===== src/rtl/chnl_pkg.sv =====
// chnl_pkg: shared definitions for the host-channel TX drain engine.
//   tx_state_t      - drain FSM states (IDLE/REQ/XFER)
//   RIFFA_WORD_W    - RIFFA length unit, in bits
//   words_per_beat  - number of 32-bit RIFFA words carried by one data beat
package chnl_pkg;

  typedef enum logic [1:0] {
    TX_IDLE = 2'd0,
    TX_REQ  = 2'd1,
    TX_XFER = 2'd2
  } tx_state_t;

  localparam int unsigned RIFFA_WORD_W = 32'd32;

  // Channel length is counted in 32-bit words, the FIFO in beats.
  function automatic int unsigned words_per_beat(input int unsigned width);
    return width / RIFFA_WORD_W;
  endfunction

endpackage


===== src/rtl/tx_skid.sv =====
// tx_skid: 2-entry val/rdy skid buffer with fully registered outputs.
//   clk, srst_n             - clock, synchronous active-low reset
//   in_val_i/in_rdy_o/in_data_i    - upstream side
//   out_val_o/out_rdy_i/out_data_o - downstream side (registered)
// in_rdy_o depends only on local state, so upstream ready is registered too.
module tx_skid #(
  parameter int WIDTH = 32
) (
  input  logic             clk,
  input  logic             srst_n,
  input  logic             in_val_i,
  output logic             in_rdy_o,
  input  logic [WIDTH-1:0] in_data_i,
  output logic             out_val_o,
  input  logic             out_rdy_i,
  output logic [WIDTH-1:0] out_data_o
);

  logic             out_val_q, out_val_d;
  logic [WIDTH-1:0] out_data_q, out_data_d;
  logic             sk_val_q, sk_val_d;
  logic [WIDTH-1:0] sk_data_q, sk_data_d;
  logic             in_fire_s;

  assign in_rdy_o   = ~sk_val_q;
  assign in_fire_s  = in_val_i & ~sk_val_q;
  assign out_val_o  = out_val_q;
  assign out_data_o = out_data_q;

  // Next-state: refill the output stage from the skid slot first, else from input.
  always_comb begin
    out_val_d  = out_val_q;
    out_data_d = out_data_q;
    sk_val_d   = sk_val_q;
    sk_data_d  = sk_data_q;
    if (!out_val_q || out_rdy_i) begin
      if (sk_val_q) begin
        out_val_d  = 1'b1;
        out_data_d = sk_data_q;
        sk_val_d   = 1'b0;
      end else if (in_fire_s) begin
        out_val_d  = 1'b1;
        out_data_d = in_data_i;
      end else begin
        out_val_d  = 1'b0;
      end
    end else begin
      // Output stalled: a beat accepted this cycle parks in the skid slot.
      if (in_fire_s) begin
        sk_val_d  = 1'b1;
        sk_data_d = in_data_i;
      end else begin
        sk_val_d  = sk_val_q;
      end
    end
  end

  // Buffer state registers.
  always_ff @(posedge clk) begin
    if (!srst_n) begin
      out_val_q  <= 1'b0;
      out_data_q <= '0;
      sk_val_q   <= 1'b0;
      sk_data_q  <= '0;
    end else begin
      out_val_q  <= out_val_d;
      out_data_q <= out_data_d;
      sk_val_q   <= sk_val_d;
      sk_data_q  <= sk_data_d;
    end
  end

endmodule


===== src/rtl/chnl_tx_drain.sv =====
// chnl_tx_drain: drains cmd_len beats from an upstream FIFO (val/rdy) into one
// RIFFA channel TX transaction per accepted command.
//   clk, srst_n                 - clock, synchronous active-low reset
//   cmd_val/cmd_rdy/cmd_len     - command (length in beats; 0 = no-op)
//   i_val/i_rdy/i_data          - upstream FIFO output
//   chnl_tx/chnl_tx_ack/..._len/_off/_last - RIFFA transaction request
//   chnl_tx_data/_valid/_ren    - RIFFA data beats
//   busy                        - engine not idle
// Build option CHNL_TX_DRAIN_REG_EN: inserts tx_skid so all host-side data
// outputs are registered (one extra cycle of beat latency).
module chnl_tx_drain
  import chnl_pkg::*;
#(
  parameter int WIDTH = 32,
  parameter int LEN_W = 16
) (
  input  logic             clk,
  input  logic             srst_n,
  input  logic             cmd_val,
  output logic             cmd_rdy,
  input  logic [LEN_W-1:0] cmd_len,
  input  logic             i_val,
  output logic             i_rdy,
  input  logic [WIDTH-1:0] i_data,
  output logic             chnl_tx,
  input  logic             chnl_tx_ack,
  output logic             chnl_tx_last,
  output logic [31:0]      chnl_tx_len,
  output logic [30:0]      chnl_tx_off,
  output logic [WIDTH-1:0] chnl_tx_data,
  output logic             chnl_tx_data_valid,
  input  logic             chnl_tx_data_ren,
  output logic             busy
);

  localparam logic [1:0] ST_IDLE = TX_IDLE;
  localparam logic [1:0] ST_REQ  = TX_REQ;
  localparam logic [1:0] ST_XFER = TX_XFER;
  localparam logic [31:0] WPB = 32'(words_per_beat(WIDTH));
  localparam logic [LEN_W-1:0] ONE_BEAT = LEN_W'(1'b1);

  logic [1:0]       state_q, state_d;
  logic [LEN_W-1:0] cnt_q, cnt_d;
  logic [31:0]      len_q, len_d;
  logic             in_xfer_s, cmd_fire_s, out_fire_s, out_val_s;
  logic [WIDTH-1:0] out_data_s;

  assign in_xfer_s    = (state_q == ST_XFER);
  // Gated by reset so no command can be taken while srst_n is low.
  assign cmd_rdy      = srst_n & (state_q == ST_IDLE);
  assign cmd_fire_s   = cmd_val & cmd_rdy;
  assign chnl_tx      = (state_q == ST_REQ) | (state_q == ST_XFER);
  assign busy         = (state_q != ST_IDLE);
  assign chnl_tx_last = 1'b1;
  assign chnl_tx_off  = 31'd0;
  assign chnl_tx_len  = len_q;

`ifdef CHNL_TX_DRAIN_REG_EN
  // Upstream-side beat budget: stop accepting once cmd_len beats are buffered.
  logic [LEN_W-1:0] in_cnt_q, in_cnt_d;
  logic             sk_in_rdy_s, sk_in_val_s, in_open_s;

  assign in_open_s   = in_xfer_s & (in_cnt_q != '0) & srst_n;
  assign sk_in_val_s = i_val & in_open_s;
  assign i_rdy       = sk_in_rdy_s & in_open_s;

  tx_skid #(.WIDTH(WIDTH)) u_skid (
    .clk        (clk),
    .srst_n     (srst_n),
    .in_val_i   (sk_in_val_s),
    .in_rdy_o   (sk_in_rdy_s),
    .in_data_i  (i_data),
    .out_val_o  (out_val_s),
    .out_rdy_i  (chnl_tx_data_ren),
    .out_data_o (out_data_s)
  );

  // Upstream budget next-state: load on command, count accepted input beats.
  always_comb begin
    in_cnt_d = in_cnt_q;
    if (cmd_fire_s && (cmd_len != '0)) begin
      in_cnt_d = cmd_len;
    end else if (i_val && i_rdy) begin
      in_cnt_d = in_cnt_q - ONE_BEAT;
    end else begin
      in_cnt_d = in_cnt_q;
    end
  end

  // Upstream budget register.
  always_ff @(posedge clk) begin
    if (!srst_n) begin
      in_cnt_q <= '0;
    end else begin
      in_cnt_q <= in_cnt_d;
    end
  end
`else
  // Pass-through: the host's ren is forwarded straight to the FIFO.
  assign out_val_s  = i_val & in_xfer_s & srst_n;
  assign i_rdy      = chnl_tx_data_ren & in_xfer_s & srst_n;
  assign out_data_s = i_data;
`endif

  assign chnl_tx_data       = out_data_s;
  assign chnl_tx_data_valid = out_val_s;
  assign out_fire_s         = out_val_s & chnl_tx_data_ren;

  // FSM next-state: the beat counter tracks host-side transfers only.
  always_comb begin
    state_d = state_q;
    cnt_d   = cnt_q;
    len_d   = len_q;
    case (state_q)
      ST_IDLE: begin
        if (cmd_fire_s && (cmd_len != '0)) begin
          len_d   = 32'(cmd_len) * WPB;
          cnt_d   = cmd_len;
          state_d = ST_REQ;
        end else begin
          state_d = ST_IDLE;
        end
      end
      ST_REQ: begin
        if (chnl_tx_ack) begin
          state_d = ST_XFER;
        end else begin
          state_d = ST_REQ;
        end
      end
      ST_XFER: begin
        if (out_fire_s) begin
          cnt_d   = cnt_q - ONE_BEAT;
          state_d = (cnt_q == ONE_BEAT) ? ST_IDLE : ST_XFER;
        end else begin
          state_d = ST_XFER;
        end
      end
      default: begin
        state_d = ST_IDLE;
        cnt_d   = '0;
      end
    endcase
  end

  // FSM, beat counter and latched channel length.
  always_ff @(posedge clk) begin
    if (!srst_n) begin
      state_q <= ST_IDLE;
      cnt_q   <= '0;
      len_q   <= 32'd0;
    end else begin
      state_q <= state_d;
      cnt_q   <= cnt_d;
      len_q   <= len_d;
    end
  end

endmodule


===== config.mk =====
export PLATFORM = sky130hd
export DESIGN_NAME = chnl_tx_drain
export DESIGN_NICKNAME = d
export VERILOG_FILES = /design/src/rtl/chnl_pkg.sv /design/src/rtl/tx_skid.sv /design/src/rtl/chnl_tx_drain.sv
export SDC_FILE = /design/constraint.sdc
export NUM_CORES = 1
export LEC_CHECK = 0
export BUFFER_PORTS_ARGS = -buffer_cell sky130_fd_sc_hd__buf_4
export CAP_MARGIN = 25
export CORE_ASPECT_RATIO = 0.6
export CORE_MARGIN = 3
export CORE_UTILIZATION = 40
export DETAILED_ROUTE_END_ITERATION = 8
export PLACE_DENSITY_LB_ADDON = 0.1
export SETUP_SLACK_MARGIN = 0.4
export SKIP_CTS_REPAIR_TIMING = 1
export SLEW_MARGIN = 0
export SYNTH_ARGS = -nofsm -noshare
export SYNTH_HDL_FRONTEND = slang
export SYNTH_SLANG_ARGS = --single-unit

===== constraint.sdc =====
create_clock -name clk -period 3.51 [get_ports clk]
set_input_delay 0.351 -clock clk [delete_from_list [all_inputs] [get_ports clk]]
set_output_delay 0.351 -clock clk [all_outputs]
set_load 0.1 [all_outputs]

# After elaboration in Yosys (flattened, before gate mapping)
# Cells that the tools add are included.
[totals] out_inout_bits=101 ff_bits=34 input_bits=54 word_cells=32
[classes] n_bitwise=9 n_eq_ne=5 n_reduce_logical=6 n_addsub=1 n_mux=8
[op_table] op="16-bit one-hot mux with 3 select lines" n=1
[op_table] op="16-bit two-way mux" n=2
[op_table] op="16-bit by 1-bit equality test with 1-bit output, second input constant" n=1
[op_table] op="16-bit nonzero test" n=1
[op_table] op="16-bit by 1-bit subtractor with 16-bit output, second input constant" n=1
[op_table] op="1-bit AND" n=7
[op_table] op="2-bit two-way mux" n=3
[op_table] op="2-bit one-hot mux with 3 select lines" n=1
[op_table] op="2-bit by 1-bit != test with 1-bit output, second input constant" n=2
[op_table] op="3-bit AND reduction" n=1
[op_table] op="2-bit by 1-bit equality test with 1-bit output, second input constant" n=1
[op_table] op="2-bit equality test, second input constant" n=1
[op_table] op="2-bit zero test" n=1
[op_table] op="2-bit AND reduction" n=1
[op_table] op="2-bit nonzero test" n=1
[op_table] op="1-bit logical AND" n=1
[op_table] op="1-bit two-way mux" n=1
[op_table] op="1-bit NOT" n=1
[op_table] op="1-bit bitwise OR" n=1

# Depth between registers and ports, before layout
[logic_depth] word_depth=6 ltp_mapped=8

# Worst setup path before layout
# Ideal clock, no wire load.
[synth_timing] kind="register -> output" startpoint="reg state_q[0]" endpoint="out chnl_tx_data_valid" arrival_ns=1.810 slack_ns=1.349 required_time_ns=3.159 stages_incl_launch_ff=6 path_cell_list="dfxtp_1 inv_1 ha_1 clkbuf_1 clkbuf_1 and3_1"
[synth_via] elab_chain_len=3
[synth_lines] item="start: declaration" line_no="chnl_tx_drain.sv:42" rtl="logic [1:0] state_q, state_d;"
[synth_lines] item="start signal: assignment" line_no="chnl_tx_drain.sv:153" rtl="state_q <= state_d;"
[synth_lines] item="2-bit equality test" line_no="chnl_tx_drain.sv:48" rtl="assign in_xfer_s = (state_q == ST_XFER);"
[synth_lines] item="1-bit AND (2 in series)" line_no="chnl_tx_drain.sv:100" rtl="assign out_val_s = i_val & in_xfer_s & srst_n;"
[synth_lines] item="end: declaration" line_no="chnl_tx_drain.sv:31" rtl="output logic chnl_tx_data_valid,"
# Every way passes these cells.

# Worst setup path after layout
[layout_timing] startpoint="reg state_q[0]" endpoint="reg cnt_q[5]"
[layout_via] elab_chain_len=6 word_cells_on_any_way=14 cone_classes="eq/ne: 4; mux: 1; bitwise: 6; reduce/logical: 3"
[layout_lines] item="2-bit equality test or 2-bit zero test (tied branches)" line_no="chnl_tx_drain.sv:48, chnl_tx_drain.sv:114, chnl_tx_drain.sv:50"
[layout_lines] item="1-bit AND, on equally long branches" line_no="chnl_tx_drain.sv:100, chnl_tx_drain.sv:50"
[layout_lines] item="1-bit AND, on equally long branches" line_no="chnl_tx_drain.sv:100, chnl_tx_drain.sv:51"
[layout_lines] item="1-bit AND or 1-bit logical AND (tied branches)" line_no="chnl_tx_drain.sv:107, chnl_tx_drain.sv:116"
[layout_lines] item="2-bit by 1-bit != test with 1-bit output (no line)"
[layout_lines] item="3-bit AND reduction (no line)"
[layout_lines] item="end signal: assignment" line_no="chnl_tx_drain.sv:154" rtl="cnt_q <= cnt_d;"
[layout_lines] item="end: declaration" line_no="chnl_tx_drain.sv:43" rtl="logic [LEN_W-1:0] cnt_q, cnt_d;"
# Several ways; a longest one is shown, not always the timed one.
# A chain may end at the register's enable or synchronous reset.

==> impl_metrics.env <==
export IMPL_clk_latency_ps=290
export IMPL_drv_slew=0
export IMPL_yosysMostFrequentCell="buf_4"
export IMPL_async_reset_ff_share_pct=0
export IMPL_cts_sinks=34
export IMPL_ir_worst_vdd_mv=0.265
export IMPL_grt_pass1_wl_um=8740
export IMPL_critPathCaptureType="flip-flop"
export IMPL_min_path_type="input pin to flip-flop"
export IMPL_max_cap_viol_count=0
export IMPL_grt_max_degree=40
export IMPL_finClkSkew_ps=4.61
export IMPL_syn_area_per_cell_sq_um=8.80
export IMPL_cp_cell_sequence="inv_1, ha_1, a21o_1, o21ai_2, o21ai_0, a32o_1"
export IMPL_required_ps=3690
export IMPL_utilization_pct=43.7
export IMPL_rsz0062_at_grt="no"
export IMPL_rows=21
export IMPL_crit_family="compound AO/OA/AOI/OAI gates"
export IMPL_root_buffer="clkbuf_8"
export IMPL_diodes=0
export IMPL_io_buffers=42
export IMPL_dpl_instance_area_sq_um=2420
export IMPL_antenna_found_initial=0
export IMPL_hpwlAfterDp_um=4230
export IMPL_nets=348
export IMPL_cpMaxStageDelayCell="o21ai_2"
export IMPL_worstMarginPinSlew_ps=938
export IMPL_yosys_top_cells_count="buf_4 (81), dfxtp_1 (34), mux2i_1 (16), nor2b_1 (16), nand2_1 (11)"
export IMPL_cts_buffers=5
export IMPL_wl_um=5680
export IMPL_grt_pass1_vias=1593
export IMPL_max_freq_mhz=440
export IMPL_netlist_top_cells_area="dfxtp_1 (27%), buf_4 (24%), mux2i_1 (6.4%), nor2b_1 (4.0%), a32o_1 (3.6%)"
export IMPL_drive_above_1_share_pct=20.8
export IMPL_max_stage_delay_ps=490
export IMPL_clk_path_buf_depth=2
export IMPL_start_util_pct=43.0
export IMPL_drc=0
export IMPL_multiInputGateArea_sq_um=1280
export IMPL_p_leak_nw=1.21
export IMPL_synth_seq_cells=34
export IMPL_ys_seq_area_share_pct=27.2
export IMPL_syn_area_sq_um=2500
export IMPL_status="complete, no violations"
export IMPL_yosysTopAreaCell="dfxtp_1"
export IMPL_regArea_sq_um=681
export IMPL_worstSetupStartpointType="flip-flop"
export IMPL_synth_cell_types=43
export IMPL_period_minus_slack_ps=2270
export IMPL_ant_nets=0
export IMPL_fillers=608
export IMPL_hold_viol=0
export IMPL_power_density_nw_per_um2=651
export IMPL_synthCells=284
export IMPL_drt_iter0_drc=121
export IMPL_cp_arrival_ps=2450
export IMPL_die_w_um=108
export IMPL_viasPerCell=4.95
export IMPL_core_area_sq_um=5810
export IMPL_synth_edf_count=0
export IMPL_grt_use_total_pct=15.7
export IMPL_netlist_area_leader_share_pct=27.2
export IMPL_crit_type="flip-flop to flip-flop"
export IMPL_die_area_sq_um=7260
export IMPL_setup_viol=0
export IMPL_vias=1820
export IMPL_area_delta_synth_final_pct=1.45
export IMPL_worstPathBufferInverterCount=1
export IMPL_path_clk_slew_ps=70
export IMPL_fin_setup_tns_ps=0
export IMPL_worstPathMaxFanout=16
export IMPL_fin_crit_sh_pct=64.7
export IMPL_wire_per_inst_um=15.4
export IMPL_max_slew_margin_pct=37.4
export IMPL_drt_first_pass_iters=4
export IMPL_synthFlopType="dfxtp_1"
export IMPL_cts_tree="done"
export IMPL_grt_overflow_total=0
export IMPL_num_io_pins=155
export IMPL_cts_htree_levels=2
export IMPL_synth_yosys_warnings=0
export IMPL_dieHeight_um=67.2
export IMPL_globalplace_congestion=0.754
export IMPL_design_area_sq_um=2530
[logic make-up (layout without fill, tap and decap cells)]
| kind of cell | Yosys count | count (layout) | synth area share [%] |
|---|---|---|---|
| buf+inv | 101 | 59 | 28.4 |
| compound gates | 57 | 57 | 18.1 |
| mux | 16 | 16 | 6.41 |
| xor+xnor | 5 | 5 | 1.75 |
| fa+ha+maj | 6 | 6 | 3.00 |
| simple gates | 63 | 63 | 14.8 |
| flops | 34 | 34 | 27.2 |
| other cells | 2 | 48 | 0.301 |
[per-layer routing]
layer / track usage (%) / vias up / wire, um
met2: 18.6 / 74 / 2070
met1: 26.1 / 858 / 3090
met3: 4.87 / 8 / 493
met4: 3.15 / 0 / 28
li1: - / 880 / -
met5: 0 / - / 0
[placed cells by master, fill, tap and decap left out, types with 6 or more instances in the layout]
cell	Yosys	routed
conb_1	2	48
o21ai_0	10	10
inv_1	8	8
a32o_1	9	9
nor2_1	8	8
nor2b_1	16	16
ha_1	6	6
clkbuf_8	0	6
nand2_1	11	11
buf_4	81	44
dfxtp_1	34	34
mux2i_1	16	16
[worst min-delay path: stages]
cell and delay, ps:
buf_4 80, nand2b_1 90, a21oi_1 60
[per-stage QoR]
step / setup slack [ps] / std cells / total power (W) / hold slack (ps)
floorplan: 1350 / 330 / 0.00136 / 470
global placement: 1210 / 361 / 0.00128 / 484
detailed placement: 1150 / 361 / 0.00128 / 494
CTS: 1250 / 368 / 0.00165 / 326
global route: 1080 / 368 / 0.00174 / 347
finish: 1240 / 368 / 0.00165 / 336
[power breakdown]
| group | total (W) | leakage, nW | internal, W | switching, W |
|---|---|---|---|---|
| registers | 0.000494 | 0.279 | 0.000437 | 0.0000578 |
| logic | 0.000778 | 0.876 | 0.000192 | 0.000587 |
| clock network | 0.000379 | 0.0573 | 0.000227 | 0.000151 |
| total | 0.00165 | 1.21 | 0.000855 | 0.000796 |
[path summary, 6_finish.rpt]
check | from | to | slack, ps | depth (start not counted)
worst max-delay path | state_q[0] | cnt_q[5] | 1240 | 6
worst min register to register | cnt_q[6] | cnt_q[6] | 510 | 1
worst min-delay path | chnl_tx_ack | state_q[0] | 340 | 3
worst max register to register | state_q[0] | cnt_q[5] | 1240 | 6
[state kept, by name (all words and copies together) (netlist names)]
name,flops
chnl_tx_len,16
cnt_q,16
state_q,2
[layout make-up]
type | count | area share [%]
multi-input combinational | 195 | 50.5
sequential | 34 | 26.9
timing repair buffer | 44 | 13.0
tap | 80 | 3.95
clock buffer | 6 | 3.26
clock inverter | 1 | 1.18
inverter | 8 | 1.18
Power figures use the tool's default switching activity.
